<file path="config.mk">
export PLATFORM = sky130hd
export DESIGN_NAME = sat_counter
export DESIGN_NICKNAME = d
export VERILOG_FILES = /design/src/rtl/test_monitor_sat_counter.sv
export SDC_FILE = /design/constraint.sdc
export NUM_CORES = 1
export LEC_CHECK = 0
export BUFFER_PORTS_ARGS = -buffer_cell sky130_fd_sc_hd__buf_2
export CAP_MARGIN = 10
export CORE_MARGIN = 2
export CORE_UTILIZATION = 40
export DETAILED_ROUTE_END_ITERATION = 8
export PLACE_DENSITY = 0.72
export SYNTH_ARGS = -nofsm -noshare
export SYNTH_HDL_FRONTEND = slang
export SYNTH_SLANG_ARGS = --single-unit
</file>
<file path="constraint.sdc">
create_clock -name clock -period 2.1 [get_ports clock]
set_input_delay 0.21 -clock clock [delete_from_list [all_inputs] [get_ports clock]]
set_output_delay 0.21 -clock clock [all_outputs]
set_load 0.05 [all_outputs]
</file>
<file path="src/rtl/test_monitor_sat_counter.sv">
`default_nettype none
// +--------------------------------------------------------------------------+
// | Module  : sat_counter                                                    |
// | Brief   : Up-counter with synchronous clear that sticks at all-ones.     |
// | Revision: 1.0                                                            |
// +--------------------------------------------------------------------------+
module sat_counter #(
  parameter int W = 16
) (
  input  logic         clock,
  input  logic         reset,
  input  logic         clr,
  input  logic         inc,
  output logic [W-1:0] value
);

  always_ff @(posedge clock) begin
    if (reset || clr) begin
      value <= '0;
    end else if (inc && (value != '1)) begin
      value <= value + W'(1);
    end
  end

endmodule
`default_nettype wire

</file>
Word-level counts from Yosys, hierarchy flattened --
Index checks and enable logic that the tools add are counted.
Storage, ports and cells: register bits after elaboration 16, word-level logic and storage cells 5, input bits 4, output and inout port bits 16
Cells by class: reduce and logical (&&, ||, !) cells 2, $add $sub $neg 1, eq/ne operators 1
Operators by type and width (number):
- adder 16 x 1 -> 16 bit (second input constant) | 1
- inequality test 16 bit (second input constant) | 1
- logical AND 1 bit | 1
- logical OR 1 bit | 1

Longest topological paths before layout --
word-level depth 2, depth in mapped cells 5, gate-level depth less buffers 5

Least setup slack after synthesis --
No wires, ideal clock.
kind register to register, from register value[0], to register value[5], arrival time 1.901 ns, data required time 1.984 ns, slack 0.083 ns, stages on the path, launching flop included 5, cell sequence dfxtp_1 -> ha_1 -> nand3_1 -> or4_4 -> a41o_1
Between the ends: word-level cells in the longest chain between the ends 2
RTL lines:
- start, declared | line 14 | output logic [W-1:0] value
- start signal, assigned | line 21 | value <= value + W'(1);
- parallel branches: the longest is 2 deep, another holds adder 16 x 1 -> 16 bit
Several ways; the timed one is not identified. A chain may end at the register's enable or synchronous reset.

Final worst setup path --
from register value[0], to register value[3]
Same word-level chain as after synthesis.

==> flow_metrics.tcl <==
set metrics [dict create \
    end_kind "flip-flop" \
    synth_top_area_share 0.378 \
    worstPathArrival_ns 1.96 \
    cap_violations 0 \
    p_comb_frac 0.045 \
    synth-xor-area-share 0.0310 \
    power_density_nw_per_um2 535 \
    drive_gt1_frac 0.267 \
    drc 0 \
    setup_viol 0 \
    clkSinkCount 16 \
    internal_power_uw 417 \
    period_minus_slack_ns 1.74 \
    die_y_um 50.0 \
    firstDrtPassIters 4 \
    initial_core_util 0.427 \
    synth-seq-cells 16 \
    whs_path_depth 3 \
    fmax_mhz 575 \
    rsz0062_at_grt "false" \
    drv_slew 0 \
    regMostFlops "value" \
    grt_pass1_wl_um 3240 \
    synth_edf_count 0 \
    cts.repair.resized 0 \
    tns_ns 0 \
    cts_tree "built" \
    antenna_found_initial 0 \
    post_drt_wl_per_cell_um 13.1 \
    syn_avg_cell_area_um2 8.92 \
    path_class "flip-flop to flip-flop" \
    wl_um 1880 \
    ys_seq_area_frac 0.378 \
    cts_buffers 3 \
    syn_nets 100 \
    die_w_um 50.0 \
    ctsHoldBuffers 0 \
    ff2ff_path_depth 5 \
    ir_worst_vdd_uv 327 \
    top_regs "value: 16 flops" \
    synth_area_leaders "dfxtp_1 (38%), a21oi_1 (5.3%), a41o_1 (4.7%), and4_1 (4.1%), nand4_1 (3.7%)" \
    antenna_left 0 \
    final_cell_count_no_fill 143 \
    ys_warn_count 0 \
    synth_top_family_by_area "simple AND/OR/NAND/NOR gates" \
    die_area_um2 2500 \
    grt_pass1_vias 731 \
    clock_path_buffers 2 \
    antennaDiodeCount 0 \
    min_period_over_period 0.828 \
    grt_overflow 0 \
    max_slew_margin 0.647 \
    seqPwrFrac 0.569 \
    synth_cells 95 \
    finalClockSkew_ns 0.00456 \
    ios 20 \
    synth_top_flop_cell "dfxtp_1" \
    largest_reg_flops 16 \
    h-tree-depth 1 \
    gp_congestion 0.730 \
    cp.required_ns 2.32 \
    cts_setup_buffers 0 \
    switching_share 0.225 \
    seqCellArea_um2 320 \
    synthArstFlopShare 0 \
    insertion_delay_ns 0.29 \
    worstPathMaxFanout 6 \
    synth_area_um2 847 \
    synth_fa_ha_area_frac 0.0148 \
    synth_compound_area_frac 0.219 \
    synth.distinct_cells 30 \
    clock-root-buffer "clkbuf_4" \
    hold_viol_final 0 \
    via_per_inst 5.75 \
    clk_pin_slew_ns 0.10 \
    status "finished, final reports clean" \
    fillCellCount 192 \
    dp_hpwl_um 1340 \
    core-area_um2 1980 \
    muxShareOfSynthArea 0 \
    worstSetupStartpointType "flip-flop" \
    area.growth.synth_to_final_pct 18.9 \
    grt_max_degree 16 \
    worst_slew_pin_slew_ns 0.524 \
    switching_power_uw 121 \
    io_buffer_count 19 \
    clock_power_share 0.386 \
    finalNetCount 122 \
    synth_top_area_cell "dfxtp_1" \
    placedCellCount 139 \
    synth-simple-area-share 0.338 \
    num_rows 16 \
    num_vias 822 \
    hold_slack_ns 0.239 \
    multiInputGateArea_um2 510 \
    grt_usage 0.161 \
    drt-initial-drc-count 10 \
    min_path_type "input pin to flip-flop" \
    p_leak_nw 0.422 \
]
==> metal layers <==
metal | share of wire | global-route usage | up-vias | wire (µm)
met3 | 0.039 | 0.0273 | 0 | 74
met4 | 0 | 0.0556 | 0 | 0
met1 | 0.51 | 0.222 | 385 | 956
met5 | 0 | 0 | - | 0
met2 | 0.45 | 0.250 | 16 | 847
li1 | - | - | 421 | -
==> cell usage in the layout (no fill, tap or decap), types with 2 or more instances in the layout <==
| cell | instances |
|---|---|
| nand4_1 | 5 |
| buf_2 | 19 |
| clkbuf_4 | 3 |
| and2_1 | 2 |
| nor2_1 | 7 |
| or4_1 | 3 |
| or3_1 | 5 |
| a41o_1 | 4 |
| xor2_1 | 2 |
| a21oi_1 | 9 |
| o31ai_1 | 3 |
| nand3_1 | 5 |
| dfxtp_1 | 16 |
| nand2_1 | 6 |
| o21ai_0 | 5 |
| and4_1 | 4 |
| a31oi_1 | 3 |
==> cells by family after synthesis <==
family                   Yosys count
AO/OA/AOI/OAI                     27
XOR/XNOR                           3
adder cells (fa/ha/maj)            1
buffers and inverters              4
flip-flops                        16
AND/OR/NAND/NOR                   44
==> area by class of cell <==
type                    instances  area share
repair buffers                 20       0.102
well taps                      27      0.0335
flip-flops and latches         16       0.318
multi-input cells              75       0.507
clock buffers                   4      0.0360
inverters                       1     0.00373
==> worst max-delay path: stages (launching register included) <==
cell and delay (ns):
dfxtp_1 0.41, ha_1 0.21, nand3_1 0.15, o41ai_2 0.60
o21ai_0 0.17, a21oi_1 0.13
==> synthesized netlist by cell type, types with 2 or more instances <==
cell type / n
and4_1: 4
a41o_1: 4
o31ai_1: 3
a21oi_1: 9
nor2_1: 7
xor2_1: 2
nand2_1: 6
or3_1: 5
dfxtp_1: 16
nand3_1: 5
nand4_1: 5
o21ai_0: 5
and2_1: 2
a31oi_1: 3
or4_1: 3
clkbuf_1: 2
==> worst paths after layout <==
kind / from / end / slack (ns)
max: value[0] / value[3] / 0.36
min reg2reg: value[15] / value[15] / 0.51
min: reset / value[12] / 0.24
max reg2reg: value[0] / value[3] / 0.36
==> through the flow <==
| stage | instance area [µm²] | setup slack, ns | utilization | power (mW) |
|---|---|---|---|---|
| 2_1_floorplan | 847 | 0.0829 | - | 0.329 |
| 3_3_place_gp | 971 | 0.445 | 0.490 | 0.337 |
| 3_5_place_dp | 971 | 0.389 | 0.490 | 0.337 |
| 4_1_cts | 1010 | 0.365 | 0.508 | 0.542 |
| 5_1_grt | 1010 | 0.162 | 0.508 | 0.561 |
| 6_report | 1010 | 0.361 | 0.508 | 0.538 |
==> power groups by stage <==
| stage | Combinational (mW) | Sequential (mW) | Clock [mW] |
|---|---|---|---|
| floorplan | 0.0115 | 0.318 | 0 |
| finish | 0.0241 | 0.306 | 0.208 |
| global route | 0.0267 | 0.307 | 0.228 |
| detailed placement | 0.0241 | 0.313 | 0 |
| CTS | 0.0242 | 0.306 | 0.211 |
| global placement | 0.0240 | 0.313 | 0 |
(Power assumes the default switching activity.)
